==> src/rtl/ets_ctrl_pkg.sv <==
// Shared definitions for the ETS phase-sweep controller: FSM state
// encoding and default parameter values.
package ets_ctrl_pkg;

   typedef enum logic [2:0] {
      ST_IDLE      = 3'd0,
      ST_WAIT_LOCK = 3'd1,
      ST_SAMPLE    = 3'd2,
      ST_EMIT      = 3'd3,
      ST_PS_REQ    = 3'd4,
      ST_PS_WAIT   = 3'd5,
      ST_SETTLE    = 3'd6,
      ST_FINISH    = 3'd7
   } sweep_state_t;

   localparam int DEF_STEP_W     = 10;
   localparam int DEF_CNT_W      = 16;
   localparam int DEF_SETTLE_CYC = 16;
   localparam int DEF_PS_TIMEOUT = 1023;

   // Width of the shared cycle counter used for sampling, timeout and settle.
   localparam int TMR_W = 32;

endpackage

==> src/rtl/ets_hit_counter.sv <==
// Saturating hit accumulator: counts cycles where hit=1 while enabled.
// Clear has priority over counting; the count sticks at all-ones.
module ets_hit_counter #(
   parameter int W = 16
) (
   input  logic         clk,
   input  logic         rst,
   input  logic         clr,
   input  logic         en,
   input  logic         hit,
   output logic [W-1:0] count
);

   // Accumulate hits, saturating at the maximum representable value.
   always_ff @(posedge clk) begin
      if (rst) begin
         count <= '0;
      end else if (clr) begin
         count <= '0;
      end else if (en && hit && (count != {W{1'b1}})) begin
         count <= count + W'(1);
      end
   end

endmodule

==> src/rtl/ets_phase_sweep_ctrl.sv <==
// Equivalent-time-sampling phase sweep controller. Steps an MMCM through
// cfg_steps phase points, counts comparator hits at each point and streams
// one (step, hits) result per point.
module ets_phase_sweep_ctrl
   import ets_ctrl_pkg::*;
#(
   parameter int STEP_W     = DEF_STEP_W,
   parameter int CNT_W      = DEF_CNT_W,
   parameter int SETTLE_CYC = DEF_SETTLE_CYC,
   parameter int PS_TIMEOUT = DEF_PS_TIMEOUT
) (
   input  logic              free_run_clk,
   input  logic              free_run_rst,
   input  logic              start,
   input  logic              abort,
   input  logic [STEP_W-1:0] cfg_steps,
   input  logic [CNT_W-1:0]  cfg_samples,
   input  logic              cfg_dir,
   input  logic              locked,
   input  logic              cmp_data,
   output logic              ps_en,
   output logic              ps_incdec,
   input  logic              ps_done,
   output logic              res_valid,
   input  logic              res_ready,
   output logic [STEP_W-1:0] res_step,
   output logic [CNT_W-1:0]  res_hits,
   output logic              busy,
   output logic              done,
   output logic              err
);

   localparam logic [TMR_W-1:0] SETTLE_LAST  = TMR_W'(SETTLE_CYC - 1);
   localparam logic [TMR_W-1:0] TIMEOUT_LAST = TMR_W'(PS_TIMEOUT - 1);

   sweep_state_t      state;
   logic [STEP_W-1:0] last_step;
   logic [CNT_W-1:0]  samples_cfg;
   logic [STEP_W-1:0] index;
   logic [TMR_W-1:0]  cyc;
   logic [TMR_W-1:0]  samples_last;
   logic [CNT_W-1:0]  acc;
   logic              acc_clr;
   logic              acc_en;

   assign samples_last = TMR_W'(samples_cfg) - TMR_W'(1);

   // Index and accumulator are flops, so the result fields are registered.
   assign res_step = index;
   assign res_hits = acc;

   // Accumulator control: clear on a new sweep or a new phase point,
   // count only while sampling.
   always_comb begin
      acc_clr = 1'b0;
      acc_en  = 1'b0;
      if ((state == ST_IDLE && start) || (state == ST_PS_WAIT && ps_done)) begin
         acc_clr = 1'b1;
      end else begin
         acc_clr = 1'b0;
      end
      if (state == ST_SAMPLE) begin
         acc_en = 1'b1;
      end else begin
         acc_en = 1'b0;
      end
   end

   ets_hit_counter #(
      .W (CNT_W)
   ) u_hit_counter (
      .clk   (free_run_clk),
      .rst   (free_run_rst),
      .clr   (acc_clr),
      .en    (acc_en),
      .hit   (cmp_data),
      .count (acc)
   );

   // Sweep sequencer with registered handshake and status outputs.
   always_ff @(posedge free_run_clk) begin
      if (free_run_rst) begin
         state       <= ST_IDLE;
         last_step   <= '0;
         samples_cfg <= '0;
         index       <= '0;
         cyc         <= '0;
         ps_en       <= 1'b0;
         ps_incdec   <= 1'b0;
         res_valid   <= 1'b0;
         busy        <= 1'b0;
         done        <= 1'b0;
         err         <= 1'b0;
      end else begin
         case (state)
            ST_IDLE: begin
               if (start) begin
                  // Zero-valued config fields mean "one".
                  last_step   <= (cfg_steps == '0) ? '0 : cfg_steps - STEP_W'(1);
                  samples_cfg <= (cfg_samples == '0) ? CNT_W'(1) : cfg_samples;
                  ps_incdec   <= cfg_dir;
                  index       <= '0;
                  err         <= 1'b0;
                  busy        <= 1'b1;
                  state       <= ST_WAIT_LOCK;
               end
            end
            ST_WAIT_LOCK: begin
               if (abort) begin
                  done  <= 1'b1;
                  state <= ST_FINISH;
               end else if (locked) begin
                  cyc   <= '0;
                  state <= ST_SAMPLE;
               end
            end
            ST_SAMPLE: begin
               if (!locked) begin
                  // Lock lost: the partial point is thrown away.
                  err   <= 1'b1;
                  done  <= 1'b1;
                  state <= ST_FINISH;
               end else if (cyc == samples_last) begin
                  res_valid <= 1'b1;
                  state     <= ST_EMIT;
               end else begin
                  cyc <= cyc + TMR_W'(1);
               end
            end
            ST_EMIT: begin
               if (res_ready) begin
                  res_valid <= 1'b0;
                  if ((index == last_step) || abort) begin
                     done  <= 1'b1;
                     state <= ST_FINISH;
                  end else begin
                     ps_en <= 1'b1;
                     state <= ST_PS_REQ;
                  end
               end
            end
            ST_PS_REQ: begin
               ps_en <= 1'b0;
               cyc   <= '0;
               state <= ST_PS_WAIT;
            end
            ST_PS_WAIT: begin
               if (ps_done) begin
                  index <= index + STEP_W'(1);
                  cyc   <= '0;
                  state <= ST_SETTLE;
               end else if (cyc == TIMEOUT_LAST) begin
                  err   <= 1'b1;
                  done  <= 1'b1;
                  state <= ST_FINISH;
               end else begin
                  cyc <= cyc + TMR_W'(1);
               end
            end
            ST_SETTLE: begin
               if (cyc == SETTLE_LAST) begin
                  cyc   <= '0;
                  state <= locked ? ST_SAMPLE : ST_WAIT_LOCK;
               end else begin
                  cyc <= cyc + TMR_W'(1);
               end
            end
            ST_FINISH: begin
               done      <= 1'b0;
               busy      <= 1'b0;
               ps_incdec <= 1'b0;
               state     <= ST_IDLE;
            end
            default: begin
               ps_en     <= 1'b0;
               res_valid <= 1'b0;
               done      <= 1'b0;
               busy      <= 1'b0;
               ps_incdec <= 1'b0;
               state     <= ST_IDLE;
            end
         endcase
      end
   end

endmodule

==> config.mk <==
export PLATFORM = sky130hd
export DESIGN_NAME = ets_phase_sweep_ctrl
export DESIGN_NICKNAME = d
export VERILOG_FILES = /design/src/rtl/ets_ctrl_pkg.sv /design/src/rtl/ets_hit_counter.sv /design/src/rtl/ets_phase_sweep_ctrl.sv
export SDC_FILE = /design/constraint.sdc
export NUM_CORES = 1
export LEC_CHECK = 0
export BUFFER_PORTS_ARGS = -buffer_cell sky130_fd_sc_hd__buf_2
export CAP_MARGIN = 0
export CELL_PAD_IN_SITES_DETAIL_PLACEMENT = 1
export CELL_PAD_IN_SITES_GLOBAL_PLACEMENT = 2
export CORE_ASPECT_RATIO = 0.6
export CORE_MARGIN = 1
export CORE_UTILIZATION = 34
export DETAILED_ROUTE_END_ITERATION = 10
export PLACE_DENSITY = 0.79
export SYNTH_ARGS = -nofsm -noshare
export SYNTH_HDL_FRONTEND = slang
export SYNTH_SLANG_ARGS = --single-unit
==> constraint.sdc <==
create_clock -name free_run_clk -period 4 [get_ports free_run_clk]
set_input_delay 0 -clock free_run_clk [delete_from_list [all_inputs] [get_ports free_run_clk]]
set_output_delay 0 -clock free_run_clk [all_outputs]
set_load 0.05 [all_outputs]
* Word level (Yosys, flattened, before mapping) *
Cells that the tools add are included.

operators by class
  $add $sub $neg = 5
  equal/unequal tests = 31
  multiplexer cells = 47
  reductions and logical operators = 26

operator list
  operator                                                               number
  32-bit two-way mux                                                     7
  32-bit one-hot mux with 5 select lines                                 1
  32-bit by 1-bit adder with 32-bit output (second input constant)       1
  32-bit by 10-bit == test with 1-bit output (second input constant)     1
  32-bit == test                                                         1
  32-bit by 4-bit == test with 1-bit output (second input constant)      1
  10-bit two-way mux                                                     3
  3-bit two-way mux                                                      9
  2-bit inequality test (second input constant)                          13
  3-bit one-hot mux with 8 select lines                                  1
  10-bit one-hot mux with 2 select lines                                 1
  16-bit by 1-bit subtractor with 17-bit output (second input constant)  1
  16-bit by 1-bit adder with 16-bit output (second input constant)       1
  16-bit logical NOT                                                     1
  1-bit two-way mux                                                      16
  16-bit two-way mux                                                     1
  16-bit inequality test (second input constant)                         1
  3-bit == test (second input constant)                                  4
  6-bit AND reduction                                                    2
  10-bit by 1-bit adder with 10-bit output (second input constant)       1
  10-bit == test                                                         1
  10-bit logical NOT                                                     1
  5-bit nonzero test                                                     2
  10-bit by 1-bit subtractor with 10-bit output (second input constant)  1
  20 further kinds                                                       37

word-level totals
  flip-flop bits (word level) = 93
  input bits = 35
  output and inout bits = 32
  word-level logic and storage cells = 121

* Logic depth before layout (Yosys ltp) *
  depth after elaboration = 5
  depth in mapped cells = 13
  mapped depth without buffers = 10

* By module *
A second synthesis with hierarchy kept.

unflattened totals
  cell total of the unflattened synthesis = 714
  area, all modules = 5580.4 µm²

by module, submodules not included
  module                instances  cells an instance  area each (µm²)  seq. area each (µm²)
  ets_phase_sweep_ctrl  1          612                4737.0           1541.5
  ets_hit_counter       1          102                843.3            320.3

* Least setup slack after synthesis *
Ideal clock, no wire load.

  path type = register to register
  from = reg samples_cfg[7]
  to = reg cyc[15]
  setup time = 0.069 ns
  data arrival time = 2.753 ns
  required time = 3.931 ns
  slack = 1.179 ns
  cell stages (with the launch flop) = 11
  buffers on the path = 2
  period minus slack after synthesis = 2.821 ns
  cells stage by stage = dfxtp_1 clkbuf_2 nor3_2 nand4_1 mux2_2 mux2i_1 o21ai_1 o31ai_4 buf_6 or4b_2 a21oi_2

between the ends
  word-level cells in the longest chain between the ends = 4

RTL lines
  item                                           RTL line                     text
  from (decl)                                    ets_phase_sweep_ctrl.sv:38   logic [CNT_W-1:0] samples_cfg;
  from (signal assigned)                         ets_phase_sweep_ctrl.sv:100  samples_cfg <= (cfg_samples == '0) ? CNT_W'(1) : cfg_samples;
  16-bit by 1-bit subtractor with 17-bit output  ets_phase_sweep_ctrl.sv:46   assign samples_last = TMR_W'(samples_cfg) - TMR_W'(1);
  32-bit == test                                 ets_phase_sweep_ctrl.sv:123  end else if (cyc == samples_last) begin
  2-bit inequality test (no line)                n/a
  6-bit AND reduction (no line)                  n/a
  to (signal assigned)                           ets_phase_sweep_ctrl.sv:127  cyc <= cyc + TMR_W'(1);
  to (signal assigned)                           ets_phase_sweep_ctrl.sv:157  cyc <= cyc + TMR_W'(1);
  to (signal assigned)                           ets_phase_sweep_ctrl.sv:165  cyc <= cyc + TMR_W'(1);
  to (decl)                                      ets_phase_sweep_ctrl.sv:40   logic [TMR_W-1:0] cyc;

Every way passes these cells.
A chain may end at the register's enable or synchronous reset.

* Worst setup path after layout *
  from = reg samples_cfg[6]
  to = reg cyc[21]

The elaborated chain is that of the path after synthesis.

==> reports/qor.csv <==
stage,metric,value,unit
worst_setup_path,cp_cell_sequence,nor3_2 > nand3_1 > or4_4 > a22oi_4 > nand4_4 > o31ai_4 > buf_12 > nor2_1 > o221a_1,
min_path,hp-class,in -> reg,
final_layout,fill_cells,1980,
synth,synth.distinct_cells,68,
sta,slew_headroom,0.223,
power_and_ir_drop,switching_share,0.417,
floorplanning,dieArea,17200,µm²
synth,postSynthCellCount,748,
power_and_ir_drop,power_frac_clock,0.274,
final_layout,layout_common_cells,"nand2_1, dfxtp_1, nor2_1",
drt,routed-wl-met2,7570,µm
final_layout,final_nets,854,
drt,route.met3.wl,797,µm
cts,cts-htree-levels,3,
drt,vias_per_cell,5.51,
cts,root_buffer,clkbuf_16,
synth,synth_edf_count,0,
global_route,grt_pass1_vias,5622,
drt,wl_met1,9640,µm
cts,hold_buffers,26,
synth,synth-main-ff-cell,dfxtp_1,
final_layout,final_common_cell,nand2_1,
placed_design,pre_cts_ws,510,ps
drt,drt-initial-drc-count,445,
synth,ys_ff_latch,93,
worst_setup_path,end_kind,flip-flop,
worst_setup_path,cp.arrival,3730,ps
power_and_ir_drop,p_sw,1.47,mW
sta,fin_setup_tns,0,ps
final_layout,area_delta_synth_final,19.2,%
power_and_ir_drop,vdd_drop_max,0.285,mV
worst_setup_path,worstSetupPathType,reg -> reg,
sta,fmax,286,MHz
floorplanning,ios,67,
placed_design,dp_hpwl,13400,µm
global_route,grt_start_max_net_pins,53,
power_and_ir_drop,total_power,3.52,mW
power_and_ir_drop,cellPowerDensity,521,nW/µm²
sta,post-route-min-period,3500,ps
drt,wire_per_inst,17.3,µm
sta,rsz0062_at_grt,no,
power_and_ir_drop,seqPwrFrac,0.329,
worst_setup_path,reg2reg_from,samples_cfg[6],
synth,syn_avg_cell_area,7.59,µm²
floorplanning,dieHeight,102,µm
cts,cts_setup_buffers,0,
placed_design,gp_congestion,0.814,
drt,wl,18100,µm
drt,highest_layer,met4,
sta,hold-worst-slack,15.8,ps
global_route,antenna_found_initial,0,
cts,worst_skew_pair.late_latency,340,ps
min_path,hold_depth,3,
cts,cts.repair.resized,0,
floorplanning,rows,36,
cts,cts.clk_slew.worst_paths,70,ps
sta,slew_viol_final,0,
cts,cts_tree,yes,
worst_setup_path,critPathMaxStageDelay,720,ps
worst_setup_path,critPathRequiredTime,4230,ps
sta,clock-skew-final,8.31,ps
cts,clockBufferDepth,2,
worst_setup_path,slowest_stage,o31ai_4,
drt,route.detailed.drc,0,
worst_setup_path,crit_cells,9,
floorplanning,die_x,169,µm
synth,ys_warn_count,0,
placed_design,portBuffers,66,
run_status,outcome,"finished, final reports clean",
drt,vias,5764,
worst_setup_path,r2r_cells,9,
drt,drt_first_pass_iters,4,
cts,numCtsBuffers,9,
synth,syn_nets,789,
worst_setup_path,setup.worst_path.start_class,flip-flop,
worst_setup_path,critPathBufInv,1,
synth,synthArstFlopShare,0,
power_and_ir_drop,p_int,2.06,mW
cts,cts_sinks,93,
final_layout,antenna_cells,0,
worst_setup_path,path_max_fanout,19,
global_route,grt_pass1_wl,29300,µm
sta,hold_viol,0,
final_layout,drive_gt1_frac,0.147,
worst_setup_path,crit_start,samples_cfg[6],
synth,synth_seq_area_share,0.328,
sta,finalWorstSetupSlack,504,ps
global_route,grt.total_usage,0.214,
sta,fin_crit_sh,0.874,
synth,syn-cell-area,5680,µm²
sta,tightest_slew,1160,ps
power_and_ir_drop,combPwrFrac,0.397,
power_and_ir_drop,p_leak,2.44,nW
sta,finalSetupViolCount,0,
drt,ant_nets,0,
global_route,grt_remaining_overflow,0,
flow_run,maxCapViolations,0,
worst_setup_path,cpLargestDelayFamily,simple AND/OR/NAND/NOR gates,
floorplanning,start_util,0.349,
min_path,holdCritStartpoint,cfg_steps[7],
floorplanning,core_area,16300,µm²
area by class of cell:
cell class                      instances  area [µm²]  share of cell area
Clock inverter                          6        93.8              0.0139
Sequential cell                        93        1860               0.275
Inverter                               17        63.8             0.00943
Timing Repair Buffer                  101         671              0.0991
Clock buffer                           10         229              0.0338
Tap cell                              228         285              0.0422
Multi-Input combinational cell        591        3560               0.527
power groups by stage:
stage	clock network, mW	registers [mW]	logic [mW]
CTS	0.985	1.16	1.40
floorplan	0	1.16	1.02
detailed placement	0	1.18	1.37
global route	1.02	1.18	1.54
finish	0.964	1.16	1.40
global placement	0	1.17	1.32
cell families after synthesis:
kind of cell    after synthesis  synth area share
simple gates                350             0.320
compound gates              179             0.202
flops                        93             0.328
buf+inv                      64            0.0482
xor+xnor                     49            0.0756
mux                           7            0.0128
fa+ha+maj                     6            0.0132
synth_stat cells (3+ instances only):
cell | instances | area (µm²)
nor2b_1 | 11 | 68.8
or3_1 | 14 | 87.6
o21bai_1 | 3 | 22.5
o31ai_1 | 5 | 37.5
a311oi_1 | 3 | 26.3
buf_2 | 5 | 25.0
or4b_2 | 3 | 30.0
nor2_1 | 76 | 285
nand2_1 | 96 | 360
xor2_1 | 25 | 219
nand4_1 | 18 | 113
nor4_1 | 15 | 93.8
mux2i_1 | 5 | 50.1
or2_2 | 3 | 18.8
nor3_1 | 22 | 110
and2_1 | 5 | 31.3
a41oi_1 | 3 | 26.3
o211ai_1 | 3 | 22.5
a21oi_1 | 51 | 255
a21oi_2 | 5 | 43.8
inv_1 | 16 | 60.1
ha_1 | 6 | 75.1
a22oi_1 | 5 | 37.5
nand3b_1 | 5 | 37.5
dfxtp_1 | 93 | 1860
clkbuf_1 | 37 | 139
nand2b_1 | 6 | 37.5
xnor2_1 | 24 | 210
or4b_1 | 3 | 30.0
nand3_1 | 32 | 160
and3_1 | 11 | 68.8
and4_1 | 8 | 70.1
a211oi_1 | 4 | 30.0
o21ai_0 | 51 | 255
a21o_1 | 6 | 45.0
or4_1 | 13 | 97.6
o21ai_2 | 4 | 35.0
a31oi_1 | 13 | 81.3
o21ai_1 | 3 | 15.0
a2111oi_0 | 4 | 35.0
sequential cells by signal (all words and copies together), names as in the netlist:
| signal | cells |
|---|---|
| state | 3 |
| res_step | 10 |
| ps_en | 1 |
| err | 1 |
| samples_cfg | 16 |
| cyc | 32 |
| res_valid | 1 |
| u_hit_counter.count | 16 |
| busy | 1 |
| ps_incdec | 1 |
| done | 1 |
| last_step | 10 |
final timing paths:
check	endpoint	slack, ps
max	cyc[21]	500
min	last_step[7]	20
max reg2reg	cyc[21]	500
min reg2reg	last_step[2]	480
stage by stage:
stage          std cells  area, µm²  utilization
2_1_floorplan        748       5680            -
5_1_grt             1046       6770        0.416
3_3_place_gp        1004       6180        0.380
4_1_cts             1046       6770        0.416
3_5_place_dp        1004       6180        0.380
6_report            1046       6770        0.416
worst min-delay path, delay by kind of cell:
family,cells,cell delay (ps)
buffers and inverters,1,100
xor gates and xnor gates,1,70
AOI/OAI and AO/OA,1,140
layer usage:
metal | vias to the layer above | track usage
li1 | 2835 | -
met1 | 2813 | 0.314
met2 | 108 | 0.327
met3 | 8 | 0.0376
met4 | 0 | 0.0413
met5 | - | 0
Power figures use the tool's default switching activity.
